### config.mk
export PLATFORM = sky130hd
export DESIGN_NAME = bp_fe_mem_sched
export DESIGN_NICKNAME = d
export VERILOG_FILES = /design/src/rtl/bp_fe_mem_sched_pkg.sv /design/src/rtl/bp_fe_mem_sched_pipe.sv /design/src/rtl/bp_fe_mem_sched.sv
export SDC_FILE = /design/constraint.sdc
export NUM_CORES = 1
export LEC_CHECK = 0
export CORE_AREA = 2 2 174 176
export CTS_CLUSTER_SIZE = 25
export DETAILED_ROUTE_END_ITERATION = 16
export DIE_AREA = 0 0 176 178
export HOLD_SLACK_MARGIN = 0.12
export PLACE_DENSITY_LB_ADDON = 0.25
export SLEW_MARGIN = 20
export SYNTH_ARGS = -nofsm -noshare
export SYNTH_HDL_FRONTEND = slang
export SYNTH_SLANG_ARGS = --single-unit
### constraint.sdc
create_clock -name clk_i -period 8.7 [get_ports clk_i]
set_input_delay 1.74 -clock clk_i [delete_from_list [all_inputs] [get_ports clk_i]]
set_output_delay 1.74 -clock clk_i [all_outputs]
set_load 0.03 [all_outputs]
### src/rtl/bp_fe_mem_sched_pkg.sv
// Shared types for the FE memory-stage command scheduler.
// Holds the command and response layouts and the scheduler state encoding.
package bp_fe_mem_sched_pkg;

    localparam int vaddr_width_p = 39;
    localparam int vtag_width_p  = 27;
    localparam int ptag_width_p  = 28;
    localparam int instr_width_p = 32;

    typedef enum logic [1:0] {
        e_fe_op_fetch,
        e_fe_op_tlb_fill,
        e_fe_op_tlb_fence,
        e_fe_op_icache_fence
    } bp_fe_mem_op_e;

    typedef struct packed {
        logic [vtag_width_p-1:0] vtag;
        logic [ptag_width_p-1:0] ptag;
        logic                    uncached;
    } bp_fe_tlb_fill_s;

    typedef struct packed {
        bp_fe_mem_op_e            op;
        logic [vaddr_width_p-1:0] vaddr;
        bp_fe_tlb_fill_s          fill;
    } bp_fe_mem_cmd_s;

    typedef struct packed {
        logic [vaddr_width_p-1:0] vaddr;
        logic [instr_width_p-1:0] data;
        logic                     itlb_miss;
        logic                     icache_miss;
        logic                     instr_page_fault;
        logic                     instr_access_fault;
    } bp_fe_mem_resp_s;

    typedef enum logic [1:0] {
        e_sched_ready,
        e_sched_drain,
        e_sched_miss_wait
    } bp_fe_mem_sched_state_e;

endpackage

### src/rtl/bp_fe_mem_sched_pipe.sv
// Two-stage shadow of fetches travelling through the ITLB/I$ pipeline.
// A kill drops the stage1 entry so it never becomes a stage2 (response-cycle) entry.
module bp_fe_mem_sched_pipe
    import bp_fe_mem_sched_pkg::*;
(
    input  logic           clk_i,
    input  logic           reset_i,
    input  logic           issue_v,
    input  bp_fe_mem_cmd_s issue_cmd,
    input  logic           kill,
    output logic           stage1_v,
    output logic           stage2_v,
    output bp_fe_mem_cmd_s stage2_cmd
);

    bp_fe_mem_cmd_s stage1_cmd;

    always_ff @(posedge clk_i) begin
        if (reset_i) begin
            stage1_v <= 1'b0;
            stage2_v <= 1'b0;
        end else begin
            stage1_v <= issue_v;
            stage2_v <= stage1_v & ~kill;
        end
    end

    // Command shadows carry no reset; they are only meaningful under their valids.
    always_ff @(posedge clk_i) begin
        if (issue_v) begin
            stage1_cmd <= issue_cmd;
        end
        stage2_cmd <= stage1_cmd;
    end

endmodule

### src/rtl/bp_fe_mem_sched.sv
// Arbitrates fetch and maintenance commands into the FE mem stage, tracks
// in-flight fetches, poisons on redirect/miss, and replays a missing fetch.
module bp_fe_mem_sched
    import bp_fe_mem_sched_pkg::*;
#(
    parameter int mem_cmd_width_lp  = $bits(bp_fe_mem_cmd_s),
    parameter int mem_resp_width_lp = $bits(bp_fe_mem_resp_s)
) (
    input  logic                         clk_i,
    input  logic                         reset_i,

    input  logic [mem_cmd_width_lp-1:0]  fetch_cmd_i,
    input  logic                         fetch_v_i,
    output logic                         fetch_yumi_o,

    input  logic [mem_cmd_width_lp-1:0]  maint_cmd_i,
    input  logic                         maint_v_i,
    output logic                         maint_yumi_o,

    input  logic                         redirect_i,

    output logic [mem_cmd_width_lp-1:0]  mem_cmd_o,
    output logic                         mem_cmd_v_o,
    input  logic                         mem_cmd_yumi_i,
    output logic                         mem_poison_o,

    input  logic [mem_resp_width_lp-1:0] mem_resp_i,
    input  logic                         mem_resp_v_i,
    input  logic                         cache_req_complete_i,

    output logic [mem_resp_width_lp-1:0] fetch_resp_o,
    output logic                         fetch_resp_v_o,
    output logic                         busy_o
);

    bp_fe_mem_sched_state_e state_r, state_n;
    logic                   replay_v_r, replay_v_n;
    logic                   complete_r, complete_n;
    logic                   init_r;
    bp_fe_mem_cmd_s         replay_cmd_r;

    bp_fe_mem_resp_s        resp;
    logic                   out_en;
    logic                   miss_resp, miss_park;
    logic                   complete, replay_live;
    logic                   replay_sel, maint_sel, fetch_sel;
    logic                   replay_yumi;
    logic                   stage1_v, stage2_v;
    bp_fe_mem_cmd_s         stage2_cmd;
    bp_fe_mem_cmd_s         issue_cmd;

    assign resp = mem_resp_i;

    // Outputs are held quiet while in reset and for one cycle afterwards.
    assign out_en = ~reset_i & ~init_r;

    assign miss_resp   = mem_resp_v_i & resp.icache_miss;
    assign miss_park   = out_en & miss_resp & ~redirect_i & (state_r != e_sched_miss_wait);
    assign complete    = cache_req_complete_i | complete_r;
    assign replay_live = replay_v_r & ~redirect_i;

    assign replay_sel = (state_r == e_sched_miss_wait) & replay_live & complete;
    assign maint_sel  = (state_r == e_sched_drain) & maint_v_i & ~stage1_v & ~stage2_v;
    assign fetch_sel  = (state_r == e_sched_ready) & fetch_v_i & ~maint_v_i
                      & ~redirect_i & ~miss_resp;

    assign mem_cmd_v_o  = out_en & (replay_sel | maint_sel | fetch_sel);
    assign fetch_yumi_o = out_en & mem_cmd_yumi_i & fetch_sel;
    assign maint_yumi_o = out_en & mem_cmd_yumi_i & maint_sel;
    assign replay_yumi  = out_en & mem_cmd_yumi_i & replay_sel;

    always_comb begin
        mem_cmd_o = '0;
        if (out_en) begin
            if (replay_sel) begin
                mem_cmd_o = replay_cmd_r;
            end else if (maint_sel) begin
                mem_cmd_o = maint_cmd_i;
            end else if (fetch_sel) begin
                mem_cmd_o = fetch_cmd_i;
            end
        end
    end

    assign mem_poison_o   = out_en & (redirect_i | miss_resp);
    assign fetch_resp_v_o = out_en & mem_resp_v_i & ~resp.icache_miss & ~redirect_i;
    assign fetch_resp_o   = out_en ? resp : '0;
    assign busy_o         = out_en & ((state_r != e_sched_ready) | stage1_v | stage2_v);

    assign issue_cmd = replay_sel ? replay_cmd_r : bp_fe_mem_cmd_s'(fetch_cmd_i);

    bp_fe_mem_sched_pipe pipe (
        .clk_i      (clk_i),
        .reset_i    (reset_i),
        .issue_v    (fetch_yumi_o | replay_yumi),
        .issue_cmd  (issue_cmd),
        .kill       (mem_poison_o),
        .stage1_v   (stage1_v),
        .stage2_v   (stage2_v),
        .stage2_cmd (stage2_cmd)
    );

    always_comb begin
        state_n    = state_r;
        replay_v_n = replay_v_r;
        complete_n = complete_r;
        case (state_r)
            e_sched_ready: begin
                if (miss_park) begin
                    state_n = e_sched_miss_wait;
                end else if (maint_v_i) begin
                    state_n = e_sched_drain;
                end
            end
            e_sched_drain: begin
                if (miss_park) begin
                    state_n = e_sched_miss_wait;
                end else if (!maint_v_i) begin
                    state_n = e_sched_ready;
                end
            end
            e_sched_miss_wait: begin
                // The LCE fill must finish even when a redirect has dropped the replay.
                if (redirect_i) begin
                    replay_v_n = 1'b0;
                end
                if (complete && !replay_live) begin
                    state_n    = e_sched_ready;
                    replay_v_n = 1'b0;
                    complete_n = 1'b0;
                end else if (replay_yumi) begin
                    state_n    = maint_v_i ? e_sched_drain : e_sched_ready;
                    replay_v_n = 1'b0;
                    complete_n = 1'b0;
                end else if (complete) begin
                    complete_n = 1'b1;
                end
            end
            default: begin
                state_n = e_sched_ready;
            end
        endcase
        if (miss_park) begin
            replay_v_n = 1'b1;
        end
    end

    always_ff @(posedge clk_i) begin
        if (reset_i) begin
            state_r    <= e_sched_ready;
            replay_v_r <= 1'b0;
            complete_r <= 1'b0;
            init_r     <= 1'b1;
        end else begin
            state_r    <= state_n;
            replay_v_r <= replay_v_n;
            complete_r <= complete_n;
            init_r     <= 1'b0;
        end
    end

    always_ff @(posedge clk_i) begin
        if (miss_park) begin
            replay_cmd_r <= stage2_cmd;
        end
    end

endmodule
==> run metrics, run 1 <==
status=complete, no violations; Worst Max-Slew Pin Slew=1.08 ns; number of flops mapped to enable cells by yosys=194; gr ovfl total=0; die height=178 µm; max frequency=0.150 GHz; Core Rows=63; routed vias/inst=5.10; # port buffers=454; DR vias=8294; Placement Cell Area=16500 µm²; Antenna Nets Post-Route=0; Syn Area/Cell=15.0 µm²; first-pass GRT wire length=47500 µm; DR WL/cell=19.9 µm; CP endpoint kind=output pin; CTS tree=yes; Critical Path Fanout Max=81; critical path arrival=4.94 ns; clock latency on the worst-skew pair=0.55 ns; Seq cells post-synth=298; HP Start=pipe.stage1_cmd[7]; fin util=0.596; WP data required=6.96 ns; initial core utilization=0.397; gr usage total=0.195; Total Power=3020 µW; Setup Crit Path Kind=primary input to output pin; I/O pin count=455; Tmin final=6.68 ns; area of the die=31300 µm²; Slew Limit Fails=0; Distinct cells, synth=38; H-tree depth=1; Final setup viols=0; commonest non-fill, non-tap cell in the layout=clkdlybuf4s50_1; nets=1489; drt total wl=32400 µm; PD cells=172 nW/µm²; vias in the first global route=8095; Net Count, Synth=1055; core area=29400 µm²; leakage=0.00647 µW; reg2reg path depth=5; Post-CTS Setup Bufs=0; asr flop ratio synth=0; Mapped Cells=778; initial antenna violation count=2; most frequent cells in the layout=454 x clkdlybuf4s50_1, 194 x edfxtp_1, 104 x dfxtp_1; Die W=176 µm; largest net degree at the start of global routing=98; RR Endpoint=replay_cmd_r[89]; Pre-antenna DRT Iters=4; Tcrit/Tclk final=0.768; DRC viols=0; final hold slack=0.330 ns; max cap viols=0; RR Startpoint=init_r; clk_skew=0.0292 ns; share of layout cells above drive strength 1=0.121; sequential area share after synthesis=0.677; number of gates resized after cts=0; Final Cell Area=17500 µm²; Post-CTS Hold Buffers=0; Clk pin slew, worst setup/hold paths=0.06 ns; setup TNS=0 ns; Critical Path Start Type=primary input; DP HPWL=22200 µm; CTS buffer count=30; RSZ-0062 raised after global routing=no; clk buf depth=3; Top FF cell, synth=edfxtp_1; Hold Path Sink=pipe.stage2_cmd[7]; WHS Path Cells=0; CTS root buf=clkbuf_16; Area Overhead vs Synth=50.2%; GP Congestion=0.812; Relative slew margins=0.278; endpoints failing hold=0; Worst VDD drop=127 µV; # clock sinks=298; 1st-iter DRT viols=481; Ys Warns=0; HP Class=flip-flop to flip-flop; Mapped Area=11700 µm²; reg2reg setup slack=5.84 ns
## worst max-delay path, stage by stage
cell and delay, ns:
clkdlybuf4s50_1 0.61, nor2_4 0.17, buf_4 0.48, and3_4 0.58, buf_16 0.31, a221o_1 0.21
clkdlybuf4s50_1 0.70
## registers in the layout, summed over array words and instances, names as in the netlist
signal and count:
replay_v_r 1, replay_cmd_r 97, pipe.stage2_v 1, pipe.stage2_cmd 97, pipe.stage1_cmd 97, init_r 1, state_r 2, pipe.stage1_v 1
complete_r 1
## synthesized netlist by cell type, types with 2 or more instances
cell / number / area, µm²
buf_4: 7 / 52.6
nand2_1: 3 / 11.3
a31oi_1: 2 / 12.5
nand4_1: 2 / 12.5
clkbuf_1: 40 / 150
o311ai_0: 2 / 17.5
mux2_2: 80 / 901
a21oi_1: 6 / 30.0
buf_2: 15 / 75.1
nand3_1: 3 / 15.0
nor2b_1: 2 / 12.5
mux2_1: 17 / 191
nand2b_1: 2 / 12.5
and3_1: 97 / 607
nor3_2: 2 / 20.0
dfxtp_1: 104 / 2080
a221o_1: 96 / 961
edfxtp_1: 194 / 5830
nor2_1: 7 / 26.3
inv_1: 5 / 18.8
and2_1: 75 / 469
## worst max-delay path by stage
stage / to / startpoint / slack [ns] / cells past startpoint
final: mem_cmd_o[28] / reset_i / 2.02 / 7
after global placement: mem_cmd_o[6] / reset_i / 1.84 / 6
after floorplan: pipe.stage1_cmd[0] / reset_i / 1.05 / 4
after detailed placement: mem_cmd_o[6] / reset_i / 1.73 / 6
after global routing: mem_cmd_o[28] / reset_i / 1.83 / 7
after CTS: mem_cmd_o[6] / reset_i / 1.73 / 6
## per-stage QoR
step,instances,setup WS [ns]
2_1_floorplan,778,1.05
3_3_place_gp,1568,1.84
3_5_place_dp,1569,1.73
4_1_cts,1625,1.73
5_1_grt,1627,1.83
6_report,1627,2.02
## per-layer routing
layer | track usage | up-vias | share of wire | wire length [µm]
met5 | 0 | - | 0.00040 | 13
met1 | 0.260 | 4017 | 0.43 | 14000
li1 | - | 3907 | - | -
met2 | 0.327 | 335 | 0.48 | 15500
met4 | 0.0396 | 2 | 0.012 | 383
met3 | 0.0477 | 33 | 0.077 | 2490
## power breakdown
part           total [µW]  internal [µW]  switching [µW]
registers            1510           1510            4.65
clock network        1210            709             504
logic                 294            178             116
## kinds of logic after synthesis
kind of cell	share of synthesized area
AOI/OAI and AO/OA	0.0902
DFF	0.677
and+or+nand+nor	0.113
muxes	0.0936
buffers and inverters	0.0264
## cell type report
cell class | count | area (µm²)
antenna | 1 | 2.50
clock buffer | 48 | 900
clock inverter | 8 | 63.8
fill | 2341 | 11900
inverter | 5 | 21.3
multi-input combinational | 412 | 3500
sequential | 298 | 7910
tap | 390 | 488
timing repair buffer | 465 | 4650
(Power assumes the default switching activity.)
==> run 2, diff against run 1 <==
clock period = 6.95 ns   (was 8.7 ns; I/O delays follow)
==> run 2 against run 1 <==
Hold slack worse by 0.0059 ns. Clock skew is 0.0057 ns lower. Highest routed layer is now met4. Setup slack worse by 0.81 ns. Sequential power is 25% higher. Combinational power is 26% higher. Utilization is 0.30 points higher. Critical endpoint is now mem_cmd_o[92].
==> run metrics, run 2 (same netlist as run 1, synthesis figures left out) <==
status=complete, no violations; Area Overhead vs Synth=50.9%; CTS buffer count=29; gr usage total=0.202; max cap viols=0; reg2reg path depth=5; drt total wl=33100 µm; number of gates resized after cts=0; nets=1488; endpoints failing hold=0; Critical Path Start Type=primary input; WP data required=5.56 ns; Post-Place Worst Slack=1.23 ns; routed vias/inst=5.14; Pre-antenna DRT Iters=5; GP Congestion=0.842; DR vias=8345; fillers=2361; RSZ-0062 raised after global routing=no; Tmin final=5.75 ns; Worst VDD drop=157 µV; Post-CTS Setup Bufs=0; CTS tree=yes; DP HPWL=22900 µm; core area=29400 µm²; DP Cell Count=1570; setup TNS=0 ns; Relative slew margins=0.292; commonest non-fill, non-tap cell in the layout=clkdlybuf4s50_1; WHS Path Cells=0; gr ovfl total=0; leakage=0.00652 µW; DRC viols=0; Total Power=3970 µW; clk_skew=0.0235 ns; PD cells=225 nW/µm²; Clk pin slew, worst setup/hold paths=0.06 ns; Post-CTS Hold Buffers=0; Core Rows=63; area of the die=31300 µm²; Worst Max-Slew Pin Slew=1.06 ns; max frequency=0.174 GHz; DR WL/cell=20.3 µm; H-tree depth=1; I/O pin count=455; clock latency on the worst-skew pair=0.55 ns; # port buffers=454; Setup Crit Path Kind=primary input to output pin; # clock sinks=298; most frequent cells in the layout=454 x clkdlybuf4s50_1, 194 x edfxtp_1, 104 x dfxtp_1; largest net degree at the start of global routing=98; vias in the first global route=8241; Regs by FF count=pipe.stage1_cmd x97, pipe.stage2_cmd x97, replay_cmd_r x97; share of layout cells above drive strength 1=0.124; final non-filler cell total=1625; Die W=176 µm; die height=178 µm; Final Cell Area=17600 µm²; CP endpoint kind=output pin; clk buf depth=3; HP Class=flip-flop to flip-flop; Placement Cell Area=16600 µm²; Critical Path Fanout Max=57; Worst Slack Setup Final=1.20 ns; critical path arrival=4.36 ns; Antenna Nets Post-Route=0; CTS root buf=clkbuf_16; initial antenna violation count=1; initial core utilization=0.397; Final setup viols=0; first-pass GRT wire length=48700 µm; Tcrit/Tclk final=0.827; 1st-iter DRT viols=580; Slew Limit Fails=0
-- run 2: final timing paths --
kind	from	to	slack (ns)
min	pipe.stage1_cmd[6]	pipe.stage2_cmd[6]	0.32
min reg2reg	pipe.stage1_cmd[6]	pipe.stage2_cmd[6]	0.32
max reg2reg	init_r	replay_cmd_r[2]	4.09
max	fetch_v_i	mem_cmd_o[92]	1.20
-- run 2: metal layers --
layer  global-route usage  up-vias  share of wire
li1                     -     3900              -
met1                0.271     4031           0.43
met2                0.341      381           0.48
met3               0.0384       33          0.073
met4               0.0465        0          0.018
met5                    0        -              0
-- run 2: power breakdown --
part,leakage [µW],internal (µW),switching [µW],total [µW]
sequential,0.00262,1890,6.10,1890
combinational,0.00337,222,147,369
clock,0.000526,1060,647,1710
total,0.00652,3170,800,3970
-- run 2: final cells by class --
class	instances	area, µm²	share of cell area
Sequential cell	298	7910	0.449
Timing Repair Buffer	465	4640	0.263
Multi-Input combinational cell	412	3500	0.198
Clock buffer	36	782	0.0444
Tap cell	390	488	0.0277
Clock inverter	18	285	0.0162
Inverter	5	21.3	0.00121
Antenna cell	1	2.50	0.000142
-- run 2: critical path, cell delays in order --
cell,delay (ns)
clkdlybuf4s50_1,0.56
nor4b_1,0.43
and3_4,0.72
buf_12,0.29
a221o_1,0.19
clkdlybuf4s50_1,0.68
-- run 2: per-stage QoR --
step                       util  hold slack, ns
after global placement    0.563           0.323
after floorplan               -           0.323
after detailed placement  0.563           0.327
after CTS                 0.599           0.331
after global routing      0.599           0.329
final                     0.599           0.324
==> run 3, diff against run 2 <==
clock period = 5.9 ns   (was 6.95 ns; I/O delays follow)
==> run 3 against run 2 <==
Cell count grew 0.18%. Clock power is 5% higher. Hold slack better by 0.014 ns. Setup slack got worse by 0.48 ns. Combinational power rose by 18%. Register-to-register slack got worse by 0.67 ns. Highest routed layer unchanged.
==> run metrics, run 3 (same netlist as run 1, synthesis figures left out) <==
status=complete, no violations; Area Overhead vs Synth=50.5%; Regs by FF count=pipe.stage1_cmd x97, pipe.stage2_cmd x97, replay_cmd_r x97; share of layout cells above drive strength 1=0.124; CTS buffer count=29; routed vias/inst=5.05; CTS root buf=clkbuf_16; number of gates resized after cts=0; Clk pin slew, worst setup/hold paths=0.06 ns; CTS tree=yes; initial core utilization=0.397; drt total wl=33000 µm; initial antenna violation count=0; RSZ-0062 raised after global routing=no; Pre-antenna DRT Iters=5; Critical Path Fanout Max=28; # port buffers=454; clk_skew=0.0256 ns; I/O pin count=455; Placement Cell Area=16600 µm²; GP Congestion=0.826; clock latency on the worst-skew pair=0.54 ns; Setup Crit Path Kind=primary input to output pin; Post-CTS Setup Bufs=0; most frequent cells in the layout=453 x clkdlybuf4s50_1, 194 x edfxtp_1, 104 x dfxtp_1; Worst Max-Slew Pin Slew=0.893 ns; max frequency=0.193 GHz; # clock sinks=298; HP Class=flip-flop to flip-flop; Antenna Nets Post-Route=0; commonest non-fill, non-tap cell in the layout=clkdlybuf4s50_1; Worst VDD drop=255 µV; critical path, cell by cell=clkdlybuf4s50_1 > nor4b_1 > and3_4 > buf_4 > a221o_1 > clkdlybuf4s50_1; H-tree depth=1; Final setup viols=0; DRC viols=0; nets=1491; first-pass GRT wire length=47700 µm; Tmin final=5.18 ns; die height=178 µm; DP Cell Count=1573; clk buf depth=3; core area=29400 µm²; DP HPWL=23200 µm; 1st-iter DRT viols=558; Tcrit/Tclk final=0.877; Critical Path Start Type=primary input; fillers=2323; Final Cell Area=17600 µm²; Post-CTS Hold Buffers=0; Relative slew margins=0.405; Core Rows=63; DR vias=8228; slowest cell on the critical path=clkdlybuf4s50_1; Largest stage delay, worst path=0.67 ns; Slew Limit Fails=0; vias in the first global route=8146; leakage=0.00648 µW; area of the die=31300 µm²; Die W=176 µm; CP dominant cell by count=clkdlybuf4s50_1; final non-filler cell total=1628; gr ovfl total=0; WP data required=4.72 ns; max cap viols=0; PD cells=254 nW/µm²; critical path arrival=4.00 ns; gr usage total=0.198; setup TNS=0 ns; DR WL/cell=20.3 µm; CP endpoint kind=output pin; endpoints failing hold=0; largest net degree at the start of global routing=98
[run 3: changes by cell type in the layout (fill, tap and decap cells not counted), sizes merged]
cell           delta
bufinv            -6
clkbuf            +6
buf               +4
clkinv            -3
clkinvlp          +2
clkdlybuf4s50     -1
inv               +1
[run 3: worst max-delay path, delay by kind of cell]
| family | cells | cell delay, ns |
|---|---|---|
| buffers and inverters | 3 | 1.53 |
| and+or+nand+nor | 2 | 1.04 |
| AOI/OAI and AO/OA | 1 | 0.22 |
[run 3: report_power, final]
part / total (µW) / internal (µW) / switching (µW)
Sequential: 2230 / 2220 / 6.96
Clock: 1800 / 1040 / 756
Combinational: 435 / 263 / 171
[run 3: layout make-up]
cell class / count / area (µm²) / area share
clock inverter: 12 / 105 / 0.00598
sequential: 298 / 7910 / 0.450
clock buffer: 42 / 845 / 0.0481
timing repair buffer: 468 / 4700 / 0.268
multi-input combinational: 412 / 3500 / 0.199
tap: 390 / 488 / 0.0278
antenna: 1 / 2.50 / 0.000142
inverter: 5 / 21.3 / 0.00121
[run 3: final timing paths]
kind                            start  cells after the start                  end  slack (ns)
setup / recovery            maint_v_i                      6         mem_cmd_o[0]        0.72
hold / removal    pipe.stage1_cmd[87]                      0  pipe.stage2_cmd[87]        0.34
setup reg to reg           state_r[1]                      4  pipe.stage1_cmd[67]        3.42
hold reg to reg   pipe.stage1_cmd[87]                      0  pipe.stage2_cmd[87]        0.34
[run 3: per-layer routing]
metal / part of all wire / vias to the layer above / global-route usage
met5: 0 / - / 0
met4: 0.020 / 0 / 0.0534
met3: 0.067 / 46 / 0.0407
met2: 0.48 / 336 / 0.336
met1: 0.43 / 3943 / 0.260
li1: - / 3903 / -
[run 3: metrics by stage]
step	hold slack [ns]	worst slack, ns	power [µW]	util
after global placement	0.323	0.703	2710	0.565
after global routing	0.345	0.537	4610	0.597
after CTS	0.338	0.696	4510	0.597
after floorplan	0.323	0.886	2430	-
after detailed placement	0.327	0.697	2710	0.565
final	0.338	0.724	4460	0.598
